[src/rtl/ace_multicut_pkg.sv]
// ----------------------------------------------------------------------------
// ace_multicut_pkg : channel indices and default ACE payload/link structs
// Revision: 1.0
// ----------------------------------------------------------------------------
`default_nettype none

package ace_multicut_pkg;

  localparam int unsigned NumChan = 8;
  localparam int unsigned ChanAw  = 0;
  localparam int unsigned ChanW   = 1;
  localparam int unsigned ChanB   = 2;
  localparam int unsigned ChanAr  = 3;
  localparam int unsigned ChanR   = 4;
  localparam int unsigned ChanAc  = 5;
  localparam int unsigned ChanCr  = 6;
  localparam int unsigned ChanCd  = 7;

  typedef struct packed { logic [3:0] id; logic [31:0] addr; logic [7:0] len; } ace_mc_aw_t;
  typedef struct packed { logic [31:0] data; logic [3:0] strb; logic last; } ace_mc_w_t;
  typedef struct packed { logic [3:0] id; logic [1:0] resp; } ace_mc_b_t;
  typedef struct packed { logic [3:0] id; logic [31:0] addr; logic [7:0] len; } ace_mc_ar_t;
  typedef struct packed { logic [3:0] id; logic [31:0] data; logic [3:0] resp; logic last; } ace_mc_r_t;
  typedef struct packed { logic [31:0] addr; logic [3:0] snoop; logic [2:0] prot; } ace_mc_ac_t;
  typedef struct packed { logic [4:0] resp; } ace_mc_cr_t;
  typedef struct packed { logic [31:0] data; logic last; } ace_mc_cd_t;

  typedef struct packed {
    logic       aw_valid;
    ace_mc_aw_t aw;
    logic       w_valid;
    ace_mc_w_t  w;
    logic       b_ready;
    logic       ar_valid;
    ace_mc_ar_t ar;
    logic       r_ready;
    logic       wack;
    logic       rack;
  } ace_mc_req_t;

  typedef struct packed {
    logic       aw_ready;
    logic       w_ready;
    logic       b_valid;
    ace_mc_b_t  b;
    logic       ar_ready;
    logic       r_valid;
    ace_mc_r_t  r;
  } ace_mc_resp_t;

  typedef struct packed {
    logic       ac_valid;
    ace_mc_ac_t ac;
    logic       cr_ready;
    logic       cd_ready;
  } ace_mc_snp_req_t;

  typedef struct packed {
    logic       ac_ready;
    logic       cr_valid;
    ace_mc_cr_t cr;
    logic       cd_valid;
    ace_mc_cd_t cd;
  } ace_mc_snp_resp_t;

endpackage

`default_nettype wire

[src/rtl/ace_multicut_spill.sv]
// ----------------------------------------------------------------------------
// ace_spill_stage : two-entry handshake-cutting register stage (A out, B overflow)
// Revision: 1.0
// ----------------------------------------------------------------------------
`default_nettype none

module ace_spill_stage #(
  parameter type T = logic
) (
  input  logic clk_i,
  input  logic rst_i,
  input  logic valid_i,
  output logic ready_o,
  input  T     data_i,
  output logic valid_o,
  input  logic ready_i,
  output T     data_o,
  output logic busy_o
);

  logic a_full_q, a_full_d, b_full_q, b_full_d;
  T     a_q, a_d, b_q, b_d;
  logic push, pop;

  // Ready is held low throughout reset so nothing is accepted into a clearing stage.
  assign ready_o = !b_full_q && !rst_i;
  assign valid_o = a_full_q;
  assign data_o  = a_q;
  assign busy_o  = a_full_q | b_full_q;

  always_comb begin
    a_full_d = a_full_q;
    b_full_d = b_full_q;
    a_d      = a_q;
    b_d      = b_q;
    push     = valid_i && ready_o;
    pop      = a_full_q && ready_i;
    if (b_full_q) begin
      if (pop) begin
        a_d      = b_q;
        b_full_d = 1'b0;
      end
    end else if (push) begin
      if (a_full_q && !pop) begin
        b_d      = data_i;
        b_full_d = 1'b1;
      end else begin
        a_d      = data_i;
        a_full_d = 1'b1;
      end
    end else if (pop) begin
      a_full_d = 1'b0;
    end
  end

  always_ff @(posedge clk_i or posedge rst_i) begin
    if (rst_i) begin
      a_full_q <= 1'b0;
      b_full_q <= 1'b0;
      a_q      <= '0;
      b_q      <= '0;
    end else begin
      a_full_q <= a_full_d;
      b_full_q <= b_full_d;
      a_q      <= a_d;
      b_q      <= b_d;
    end
  end

endmodule

`default_nettype wire

[src/rtl/ace_multicut.sv]
// ----------------------------------------------------------------------------
// ace_multicut : per-channel multi-stage register cut for ACE + snoop links
// Revision: 1.0
// ----------------------------------------------------------------------------
`default_nettype none

module ace_multicut
  import ace_multicut_pkg::*;
#(
  parameter int unsigned NumCuts  = 1,
  parameter logic [7:0]  ChanMask = 8'hFF,
  parameter int unsigned AckCuts  = 1,
  parameter type aw_chan_t    = ace_mc_aw_t,
  parameter type w_chan_t     = ace_mc_w_t,
  parameter type b_chan_t     = ace_mc_b_t,
  parameter type ar_chan_t    = ace_mc_ar_t,
  parameter type r_chan_t     = ace_mc_r_t,
  parameter type ac_chan_t    = ace_mc_ac_t,
  parameter type cr_chan_t    = ace_mc_cr_t,
  parameter type cd_chan_t    = ace_mc_cd_t,
  parameter type ace_req_t    = ace_mc_req_t,
  parameter type ace_resp_t   = ace_mc_resp_t,
  parameter type snoop_req_t  = ace_mc_snp_req_t,
  parameter type snoop_resp_t = ace_mc_snp_resp_t
) (
  input  logic        clk_i,
  input  logic        rst_i,
  input  ace_req_t    slv_req_i,
  output ace_resp_t   slv_resp_o,
  output ace_req_t    mst_req_o,
  input  ace_resp_t   mst_resp_i,
  output snoop_req_t  slv_snp_req_o,
  input  snoop_resp_t slv_snp_resp_i,
  input  snoop_req_t  mst_snp_req_i,
  output snoop_resp_t mst_snp_resp_o,
  output logic        idle_o
);

  logic [NumChan-1:0] chan_busy;
  logic               ack_busy;

  if (ChanMask[ChanAw] && (NumCuts > 0)) begin : g_aw_cut
    logic [NumCuts:0]   vld;
    logic [NumCuts:0]   rdy;
    logic [NumCuts-1:0] st;
    aw_chan_t           dat [0:NumCuts];
    assign vld[0] = slv_req_i.aw_valid;
    assign dat[0] = slv_req_i.aw;
    assign slv_resp_o.aw_ready = rdy[0];
    for (genvar s = 0; s < NumCuts; s++) begin : g_stage
      ace_spill_stage #(.T(aw_chan_t)) u_stage (
        .clk_i   (clk_i),
        .rst_i   (rst_i),
        .valid_i (vld[s]),
        .ready_o (rdy[s]),
        .data_i  (dat[s]),
        .valid_o (vld[s+1]),
        .ready_i (rdy[s+1]),
        .data_o  (dat[s+1]),
        .busy_o  (st[s])
      );
    end
    assign mst_req_o.aw_valid = vld[NumCuts];
    assign mst_req_o.aw       = dat[NumCuts];
    assign rdy[NumCuts]       = mst_resp_i.aw_ready;
    assign chan_busy[ChanAw]  = |st;
  end else begin : g_aw_wire
    assign mst_req_o.aw_valid  = slv_req_i.aw_valid;
    assign mst_req_o.aw        = slv_req_i.aw;
    assign slv_resp_o.aw_ready = mst_resp_i.aw_ready;
    assign chan_busy[ChanAw]   = 1'b0;
  end

  if (ChanMask[ChanW] && (NumCuts > 0)) begin : g_w_cut
    logic [NumCuts:0]   vld;
    logic [NumCuts:0]   rdy;
    logic [NumCuts-1:0] st;
    w_chan_t            dat [0:NumCuts];
    assign vld[0] = slv_req_i.w_valid;
    assign dat[0] = slv_req_i.w;
    assign slv_resp_o.w_ready = rdy[0];
    for (genvar s = 0; s < NumCuts; s++) begin : g_stage
      ace_spill_stage #(.T(w_chan_t)) u_stage (
        .clk_i   (clk_i),
        .rst_i   (rst_i),
        .valid_i (vld[s]),
        .ready_o (rdy[s]),
        .data_i  (dat[s]),
        .valid_o (vld[s+1]),
        .ready_i (rdy[s+1]),
        .data_o  (dat[s+1]),
        .busy_o  (st[s])
      );
    end
    assign mst_req_o.w_valid = vld[NumCuts];
    assign mst_req_o.w       = dat[NumCuts];
    assign rdy[NumCuts]      = mst_resp_i.w_ready;
    assign chan_busy[ChanW]  = |st;
  end else begin : g_w_wire
    assign mst_req_o.w_valid  = slv_req_i.w_valid;
    assign mst_req_o.w        = slv_req_i.w;
    assign slv_resp_o.w_ready = mst_resp_i.w_ready;
    assign chan_busy[ChanW]   = 1'b0;
  end

  if (ChanMask[ChanB] && (NumCuts > 0)) begin : g_b_cut
    logic [NumCuts:0]   vld;
    logic [NumCuts:0]   rdy;
    logic [NumCuts-1:0] st;
    b_chan_t            dat [0:NumCuts];
    assign vld[0] = mst_resp_i.b_valid;
    assign dat[0] = mst_resp_i.b;
    assign mst_req_o.b_ready = rdy[0];
    for (genvar s = 0; s < NumCuts; s++) begin : g_stage
      ace_spill_stage #(.T(b_chan_t)) u_stage (
        .clk_i   (clk_i),
        .rst_i   (rst_i),
        .valid_i (vld[s]),
        .ready_o (rdy[s]),
        .data_i  (dat[s]),
        .valid_o (vld[s+1]),
        .ready_i (rdy[s+1]),
        .data_o  (dat[s+1]),
        .busy_o  (st[s])
      );
    end
    assign slv_resp_o.b_valid = vld[NumCuts];
    assign slv_resp_o.b       = dat[NumCuts];
    assign rdy[NumCuts]       = slv_req_i.b_ready;
    assign chan_busy[ChanB]   = |st;
  end else begin : g_b_wire
    assign slv_resp_o.b_valid = mst_resp_i.b_valid;
    assign slv_resp_o.b       = mst_resp_i.b;
    assign mst_req_o.b_ready  = slv_req_i.b_ready;
    assign chan_busy[ChanB]   = 1'b0;
  end

  if (ChanMask[ChanAr] && (NumCuts > 0)) begin : g_ar_cut
    logic [NumCuts:0]   vld;
    logic [NumCuts:0]   rdy;
    logic [NumCuts-1:0] st;
    ar_chan_t           dat [0:NumCuts];
    assign vld[0] = slv_req_i.ar_valid;
    assign dat[0] = slv_req_i.ar;
    assign slv_resp_o.ar_ready = rdy[0];
    for (genvar s = 0; s < NumCuts; s++) begin : g_stage
      ace_spill_stage #(.T(ar_chan_t)) u_stage (
        .clk_i   (clk_i),
        .rst_i   (rst_i),
        .valid_i (vld[s]),
        .ready_o (rdy[s]),
        .data_i  (dat[s]),
        .valid_o (vld[s+1]),
        .ready_i (rdy[s+1]),
        .data_o  (dat[s+1]),
        .busy_o  (st[s])
      );
    end
    assign mst_req_o.ar_valid = vld[NumCuts];
    assign mst_req_o.ar       = dat[NumCuts];
    assign rdy[NumCuts]       = mst_resp_i.ar_ready;
    assign chan_busy[ChanAr]  = |st;
  end else begin : g_ar_wire
    assign mst_req_o.ar_valid  = slv_req_i.ar_valid;
    assign mst_req_o.ar        = slv_req_i.ar;
    assign slv_resp_o.ar_ready = mst_resp_i.ar_ready;
    assign chan_busy[ChanAr]   = 1'b0;
  end

  if (ChanMask[ChanR] && (NumCuts > 0)) begin : g_r_cut
    logic [NumCuts:0]   vld;
    logic [NumCuts:0]   rdy;
    logic [NumCuts-1:0] st;
    r_chan_t            dat [0:NumCuts];
    assign vld[0] = mst_resp_i.r_valid;
    assign dat[0] = mst_resp_i.r;
    assign mst_req_o.r_ready = rdy[0];
    for (genvar s = 0; s < NumCuts; s++) begin : g_stage
      ace_spill_stage #(.T(r_chan_t)) u_stage (
        .clk_i   (clk_i),
        .rst_i   (rst_i),
        .valid_i (vld[s]),
        .ready_o (rdy[s]),
        .data_i  (dat[s]),
        .valid_o (vld[s+1]),
        .ready_i (rdy[s+1]),
        .data_o  (dat[s+1]),
        .busy_o  (st[s])
      );
    end
    assign slv_resp_o.r_valid = vld[NumCuts];
    assign slv_resp_o.r       = dat[NumCuts];
    assign rdy[NumCuts]       = slv_req_i.r_ready;
    assign chan_busy[ChanR]   = |st;
  end else begin : g_r_wire
    assign slv_resp_o.r_valid = mst_resp_i.r_valid;
    assign slv_resp_o.r       = mst_resp_i.r;
    assign mst_req_o.r_ready  = slv_req_i.r_ready;
    assign chan_busy[ChanR]   = 1'b0;
  end

  if (ChanMask[ChanAc] && (NumCuts > 0)) begin : g_ac_cut
    logic [NumCuts:0]   vld;
    logic [NumCuts:0]   rdy;
    logic [NumCuts-1:0] st;
    ac_chan_t           dat [0:NumCuts];
    assign vld[0] = mst_snp_req_i.ac_valid;
    assign dat[0] = mst_snp_req_i.ac;
    assign mst_snp_resp_o.ac_ready = rdy[0];
    for (genvar s = 0; s < NumCuts; s++) begin : g_stage
      ace_spill_stage #(.T(ac_chan_t)) u_stage (
        .clk_i   (clk_i),
        .rst_i   (rst_i),
        .valid_i (vld[s]),
        .ready_o (rdy[s]),
        .data_i  (dat[s]),
        .valid_o (vld[s+1]),
        .ready_i (rdy[s+1]),
        .data_o  (dat[s+1]),
        .busy_o  (st[s])
      );
    end
    assign slv_snp_req_o.ac_valid = vld[NumCuts];
    assign slv_snp_req_o.ac       = dat[NumCuts];
    assign rdy[NumCuts]           = slv_snp_resp_i.ac_ready;
    assign chan_busy[ChanAc]      = |st;
  end else begin : g_ac_wire
    assign slv_snp_req_o.ac_valid  = mst_snp_req_i.ac_valid;
    assign slv_snp_req_o.ac        = mst_snp_req_i.ac;
    assign mst_snp_resp_o.ac_ready = slv_snp_resp_i.ac_ready;
    assign chan_busy[ChanAc]       = 1'b0;
  end

  if (ChanMask[ChanCr] && (NumCuts > 0)) begin : g_cr_cut
    logic [NumCuts:0]   vld;
    logic [NumCuts:0]   rdy;
    logic [NumCuts-1:0] st;
    cr_chan_t           dat [0:NumCuts];
    assign vld[0] = slv_snp_resp_i.cr_valid;
    assign dat[0] = slv_snp_resp_i.cr;
    assign slv_snp_req_o.cr_ready = rdy[0];
    for (genvar s = 0; s < NumCuts; s++) begin : g_stage
      ace_spill_stage #(.T(cr_chan_t)) u_stage (
        .clk_i   (clk_i),
        .rst_i   (rst_i),
        .valid_i (vld[s]),
        .ready_o (rdy[s]),
        .data_i  (dat[s]),
        .valid_o (vld[s+1]),
        .ready_i (rdy[s+1]),
        .data_o  (dat[s+1]),
        .busy_o  (st[s])
      );
    end
    assign mst_snp_resp_o.cr_valid = vld[NumCuts];
    assign mst_snp_resp_o.cr       = dat[NumCuts];
    assign rdy[NumCuts]            = mst_snp_req_i.cr_ready;
    assign chan_busy[ChanCr]       = |st;
  end else begin : g_cr_wire
    assign mst_snp_resp_o.cr_valid = slv_snp_resp_i.cr_valid;
    assign mst_snp_resp_o.cr       = slv_snp_resp_i.cr;
    assign slv_snp_req_o.cr_ready  = mst_snp_req_i.cr_ready;
    assign chan_busy[ChanCr]       = 1'b0;
  end

  if (ChanMask[ChanCd] && (NumCuts > 0)) begin : g_cd_cut
    logic [NumCuts:0]   vld;
    logic [NumCuts:0]   rdy;
    logic [NumCuts-1:0] st;
    cd_chan_t           dat [0:NumCuts];
    assign vld[0] = slv_snp_resp_i.cd_valid;
    assign dat[0] = slv_snp_resp_i.cd;
    assign slv_snp_req_o.cd_ready = rdy[0];
    for (genvar s = 0; s < NumCuts; s++) begin : g_stage
      ace_spill_stage #(.T(cd_chan_t)) u_stage (
        .clk_i   (clk_i),
        .rst_i   (rst_i),
        .valid_i (vld[s]),
        .ready_o (rdy[s]),
        .data_i  (dat[s]),
        .valid_o (vld[s+1]),
        .ready_i (rdy[s+1]),
        .data_o  (dat[s+1]),
        .busy_o  (st[s])
      );
    end
    assign mst_snp_resp_o.cd_valid = vld[NumCuts];
    assign mst_snp_resp_o.cd       = dat[NumCuts];
    assign rdy[NumCuts]            = mst_snp_req_i.cd_ready;
    assign chan_busy[ChanCd]       = |st;
  end else begin : g_cd_wire
    assign mst_snp_resp_o.cd_valid = slv_snp_resp_i.cd_valid;
    assign mst_snp_resp_o.cd       = slv_snp_resp_i.cd;
    assign slv_snp_req_o.cd_ready  = mst_snp_req_i.cd_ready;
    assign chan_busy[ChanCd]       = 1'b0;
  end

  // wack/rack are single-cycle pulses, so a plain shift register keeps them exact.
  if (AckCuts > 0) begin : g_ack_cut
    logic [AckCuts-1:0] wack_q, wack_d, rack_q, rack_d;

    always_comb begin
      wack_d = AckCuts'({wack_q, slv_req_i.wack});
      rack_d = AckCuts'({rack_q, slv_req_i.rack});
    end

    always_ff @(posedge clk_i or posedge rst_i) begin
      if (rst_i) begin
        wack_q <= '0;
        rack_q <= '0;
      end else begin
        wack_q <= wack_d;
        rack_q <= rack_d;
      end
    end

    assign mst_req_o.wack = wack_q[AckCuts-1];
    assign mst_req_o.rack = rack_q[AckCuts-1];
    assign ack_busy       = (|wack_q) | (|rack_q);
  end else begin : g_ack_wire
    assign mst_req_o.wack = slv_req_i.wack;
    assign mst_req_o.rack = slv_req_i.rack;
    assign ack_busy       = 1'b0;
  end

  assign idle_o = !(|chan_busy) && !ack_busy;

endmodule

`default_nettype wire

[config.mk]
export PLATFORM = sky130hd
export DESIGN_NAME = ace_multicut
export DESIGN_NICKNAME = d
export VERILOG_FILES = /design/src/rtl/ace_multicut_pkg.sv /design/src/rtl/ace_multicut_spill.sv /design/src/rtl/ace_multicut.sv
export SDC_FILE = /design/constraint.sdc
export NUM_CORES = 1
export LEC_CHECK = 0
export ABC_AREA = 1
export BUFFER_PORTS_ARGS = -buffer_cell sky130_fd_sc_hd__buf_2
export CORE_MARGIN = 2
export CORE_UTILIZATION = 45
export DETAILED_ROUTE_END_ITERATION = 8
export PLACE_DENSITY = 0.81
export SLEW_MARGIN = 15
export SYNTH_ARGS = -nofsm -noshare
export SYNTH_HDL_FRONTEND = slang
export SYNTH_SLANG_ARGS = --single-unit
[constraint.sdc]
create_clock -name clk_i -period 18.6 [get_ports clk_i]
set_input_delay 3.72 -clock clk_i [delete_from_list [all_inputs] [get_ports clk_i]]
set_output_delay 3.72 -clock clk_i [all_outputs]
set_load 0.02 [all_outputs]
======== Yosys cells after proc, flatten, opt, wreduce, memory -nomap -nowiden ========
Index checks and enable logic that the tools add are counted.
word-level totals
  register bits ........................... 516
  latch bits .............................. 0
  RAM bits ................................ 0
  ROM bits ................................ 0
  input port bits ......................... 269
  output and inout port bits .............. 268
  logic and storage cells ................. 282
  memories kept ........................... 0
cells by class
  add/sub/neg operators ................... 0
  multiply operators ...................... 0
  divide/modulo/power cells ............... 0
  $lt $le $gt $ge ......................... 0
  equality and inequality tests ........... 24
  shifts and indexed selects .............. 0
  multiplexer cells ....................... 88
  bitwise operators ....................... 17
  reduce and logical (&&, ||, !) cells .... 93
operators with widths
  kind                                                                      number
  44-bit two-way mux                                                        8
  41-bit two-way mux                                                        4
  39-bit two-way mux                                                        4
  37-bit two-way mux                                                        4
  33-bit two-way mux                                                        4
  3-bit AND reduction                                                       24
  1-bit two-way mux                                                         56
  1-bit logical AND                                                         33
  2-bit inequality test (second input constant)                             16
  2-bit nonzero test                                                        16
  6-bit two-way mux                                                         4
  5-bit two-way mux                                                         4
  1-bit zero test                                                           19
  2-bit by 1-bit inequality test with 1-bit output (second input constant)  8
  1-bit OR                                                                  9
  1-bit inverter                                                            8
  8-bit OR reduction                                                        1

======== Logic depth before layout (Yosys ltp) ========
  word-level depth ........................ 6
  depth in mapped cells ................... 8
  gate-level depth less buffers ........... 6

======== Cells and area by module ========
Synthesis repeated with hierarchy kept, for this count alone.
second synthesis, totals
  cells, all modules ...................... 3103
  area, all modules ....................... 24199.5 um^2
modules (own cells, without submodules)
  module                                             instances  cells an instance  area each (um^2)
  ace_spill_stage (g_ar_cut.g_stage[0].u_stage ...)  2          539                4210.3
  ace_spill_stage (g_r_cut.g_stage[0].u_stage)       1          504                3898.7
  ace_spill_stage (g_ac_cut.g_stage[0].u_stage)      1          482                3739.8
  ace_spill_stage (g_w_cut.g_stage[0].u_stage)       1          456                3538.4
  ace_spill_stage (g_cd_cut.g_stage[0].u_stage)      1          408                3171.8
  ace_spill_stage (g_b_cut.g_stage[0].u_stage)       1          86                 705.7
  ace_spill_stage (g_cr_cut.g_stage[0].u_stage)      1          76                 624.3
  ace_multicut                                       1          13                 100.1

======== Worst setup path before layout ========
OpenSTA, ideal clock, no wires.
  kind .................................... input port to output port
  start point ............................. input rst_i
  end point ............................... output slv_snp_req_o[1] (netlist name)
  data arrival time ....................... 4183 ps
  data required time ...................... 14880 ps
  setup slack ............................. 10697 ps
  stages .................................. 3
  path through ............................ buf_6 > nor2_1 > buf_4
on the way
  longest elaborated chain between the ends .. 2
RTL lines
  element            RTL line                  source
  start, declared    ace_multicut.sv:27        input logic rst_i,
  1-bit zero test    ace_multicut_spill.sv:26  assign ready_o = !b_full_q && !rst_i;
  1-bit logical AND  ace_multicut_spill.sv:26
  end, declared      ace_multicut.sv:32        output snoop_req_t slv_snp_req_o,
Every way passes these cells.

==> results.py <==
metrics = {
    "outcome": {
        "status": "finished clean",
    },
    "global_routing": {
        "grt_start_max_net_pins": 170,
        "grt_pass1_vias": 18900,
        "gr-usage-all-layers_pct": 23.0,
        "antenna_found_initial": 10,
        "grt_overflow": 0,
        "grt_pass1_wl_um": 99200,
    },
    "cts": {
        "clk_pin_slew_ns": 0.06,
        "clk_latency_ns": 0.58,
        "cts_setup_buffers": 0,
        "cts-root-buf": "clkbuf_16",
        "cts_hold_buf": 0,
        "clock-sinks": 516,
        "h-tree-depth": 2,
        "tritoncts": "done",
        "cts_buffers": 53,
        "cts.path.max_buffers": 3,
        "cts-resized-gates": 0,
    },
    "die": {
        "die_w_um": 231,
        "pin_count": 537,
        "placementRows": 83,
        "dieArea_mm2": 0.0536,
        "start_util_pct": 45.5,
        "die_h_um": 231,
        "design.core.area_mm2": 0.0512,
    },
    "timing": {
        "tns_ns": 0,
        "final.min_clock_period_ns": 8.54,
        "min_period_over_period_pct": 45.9,
        "relSlewSlack_pct": 27.9,
        "setup_viol": 0,
        "slew_violations": 0,
        "finalHoldViolations": 0,
        "skew_ns": 0.0115,
        "max_clock_freq_mhz": 117,
        "rsz0062_at_grt": "false",
        "worst_pin_slew_ns": 1.08,
    },
    "critical_path": {
        "crit_chain": "buf_2, nor2_1, buf_2",
        "path_class": "in -> out",
        "slowest_stage": "buf_2",
        "cp.buffers_inverters": 2,
        "cp.required_ns": 14.88,
        "arrival_ns": 4.82,
        "cp_max_fo": 10,
        "critPathMostFrequentCell": "buf_2",
        "worstSetupEndpointType": "primary output",
        "slowest_delay_ns": 0.69,
        "crit_path_start_kind": "primary input",
        "critPathTopFamily": "buffers and inverters",
    },
    "drt": {
        "routed_wl_um": 63300,
        "dr.pass1.iters": 5,
        "via_per_inst": 5.12,
        "drc": 0,
        "vias": 20500,
        "drt_iter0_drc": 1535,
        "avgRoutedWirePerCell_um": 15.8,
        "ant_nets": 0,
    },
    "placed_design": {
        "hpwl_um": 41000,
        "port_buffers": 536,
        "routabilityCongestion": 0.843,
        "dp.cells": 3904,
    },
    "synth": {
        "synth_edf_count": 0,
        "synth_cell_type_count": 24,
        "synth_area_leaders": "dfrtp_1, nand2_1, o21ai_0",
        "yosysWarningCount": 0,
        "ys_seq_area_share_pct": 55.5,
        "post-synth-top-area-fraction_pct": 55.5,
        "synthesis.nets": 3133,
        "synthCells": 2864,
        "syn_avg_cell_area_um2": 8.13,
        "yosysMostFrequentCell": "nand2_1",
        "synth.top_cells.by_count": "nand2_1, dfrtp_1, o21ai_0",
        "async_flop_share_pct": 100,
        "syn_area_mm2": 0.0233,
        "yosysTopAreaCell": "dfrtp_1",
        "ys_seq_elements": 516,
        "synthFlopType": "dfrtp_1",
    },
    "pwr": {
        "p_leak_nw": 15.3,
        "ir_drop_uv": 138,
        "power_density_mw_per_mm2": 175,
    },
    "layout": {
        "final_cells": 4010,
        "nets": 3548,
        "multi_input_area_mm2": 0.00820,
        "regArea_mm2": 0.0129,
        "drive_above_1_share_pct": 20.7,
        "area_growth_pct": 19.0,
        "fill_cells": 4576,
    },
    "min_path": {
        "hp-class": "reg -> reg",
    },
    "run": {
        "cap_violations": 0,
    },
}
==> where the power goes <==
part / internal [mW] / total, mW / switching, mW
registers: 1.64 / 1.97 / 0.326
logic: 0.552 / 1.76 / 1.20
clock network: 0.671 / 1.12 / 0.444
total: 2.87 / 4.84 / 1.97
==> cell type report <==
| class | instances | share of cell area (%) |
|---|---|---|
| clock inverters | 17 | 0.885 |
| flip-flops and latches | 516 | 46.6 |
| clock buffers | 79 | 5.73 |
| repair buffers | 559 | 10.4 |
| diodes | 10 | 0.0903 |
| inverters | 266 | 3.63 |
| well taps | 680 | 3.07 |
| multi-input cells | 1883 | 29.6 |
==> worst min-delay path: stages (launching register included) <==
cell and delay [ns]:
dfrtp_1 0.34, nand2_1 0.05, nand2_1 0.04
==> registers in the layout (all words and copies together) (netlist names), 5 cells and up <==
name and count:
g_cd_cut.g_stage.u_stage.b_q 33, g_b_cut.g_stage.u_stage.data_o 6, g_r_cut.g_stage.u_stage.data_o 41, g_w_cut.g_stage.u_stage.data_o 37, g_b_cut.g_stage.u_stage.b_q 6, g_w_cut.g_stage.u_stage.b_q 37, g_cr_cut.g_stage.u_stage.b_q 5, g_ar_cut.g_stage.u_stage.data_o 44
g_cr_cut.g_stage.u_stage.data_o 5, g_cd_cut.g_stage.u_stage.data_o 33, g_ac_cut.g_stage.u_stage.data_o 39, g_aw_cut.g_stage.u_stage.data_o 44, g_r_cut.g_stage.u_stage.b_q 41, g_ac_cut.g_stage.u_stage.b_q 39, g_aw_cut.g_stage.u_stage.b_q 44, g_ar_cut.g_stage.u_stage.b_q 44
==> stage by stage <==
stage	utilization, %	setup slack (ns)	area [µm²]	hold slack, ns	power (mW)
6_report	54.1	10.06	27700	0.464	4.84
5_1_grt	54.1	10.04	27700	0.483	5.17
4_1_cts	54.1	10.08	27700	0.467	4.86
3_5_place_dp	50.5	10.08	25800	0.453	3.73
3_3_place_gp	50.5	10.09	25800	0.448	3.66
2_1_floorplan	-	0.232	23300	0.453	3.17
==> worst paths after layout <==
check | startpoint | end | slack, ns | cells past startpoint
max | rst_i | slv_snp_req_o[1] | 10.06 | 3
min | g_cd_cut.g_stage[0].u_stage.data_o[19] | g_cd_cut.g_stage[0].u_stage.data_o[19] | 0.46 | 2
max reg2reg | g_aw_cut.g_stage[0].u_stage.b_full_q | g_aw_cut.g_stage[0].u_stage.data_o[39] | 15.40 | 6
min reg2reg | g_cd_cut.g_stage[0].u_stage.data_o[19] | g_cd_cut.g_stage[0].u_stage.data_o[19] | 0.46 | 2
max in group asynchronous | rst_i | g_w_cut.g_stage[0].u_stage.b_full_q | 12.55 | 4
min in group asynchronous | rst_i | g_r_cut.g_stage[0].u_stage.b_full_q | 3.80 | 2
==> layer usage <==
layer  routed length (µm)  GRT usage (%)  share of wire [%]
met4                 2360           9.62                3.7
met3                 5100           4.72                8.0
met5                   42              0              0.066
met1                25600           30.1                 40
met2                30200           37.3                 48
==> layout by cell type, fill, tap and decap left out <==
master,Yosys,final
clkbuf_16,0,55
clkbuf_8,0,12
inv_6,0,1
bufinv_16,0,6
diode_2,0,10
or2_2,1,1
o21ai_1,61,61
nor2_2,1,1
nor2_1,14,14
nand2_1,1119,1119
nand2_2,6,6
buf_2,56,536
clkinvlp_4,0,1
clkinv_4,0,1
a21oi_1,1,1
dfrtp_2,0,5
o21ai_0,394,394
nor3_1,1,1
inv_1,262,261
nand4_1,41,41
nor2_4,6,6
clkbuf_1,69,12
o21ai_2,9,9
clkinv_2,0,8
dfrtp_1,516,511
inv_8,0,1
buf_12,0,1
nand2_4,4,4
nand3_1,220,218
inv_2,4,4
nand4_2,2,2
buf_4,47,22
nand3_2,3,5
==> cells by family (layout without fill, tap and decap cells) <==
group / after synthesis / count (layout) / share of synthesized area, %
compound gates: 465 / 465 / 10.1
buf+inv: 465 / 921 / 9.33
flops: 516 / 516 / 55.5
other cells: 0 / 10 / 0
simple gates: 1418 / 1418 / 25.1
(Power assumes the default switching activity.)
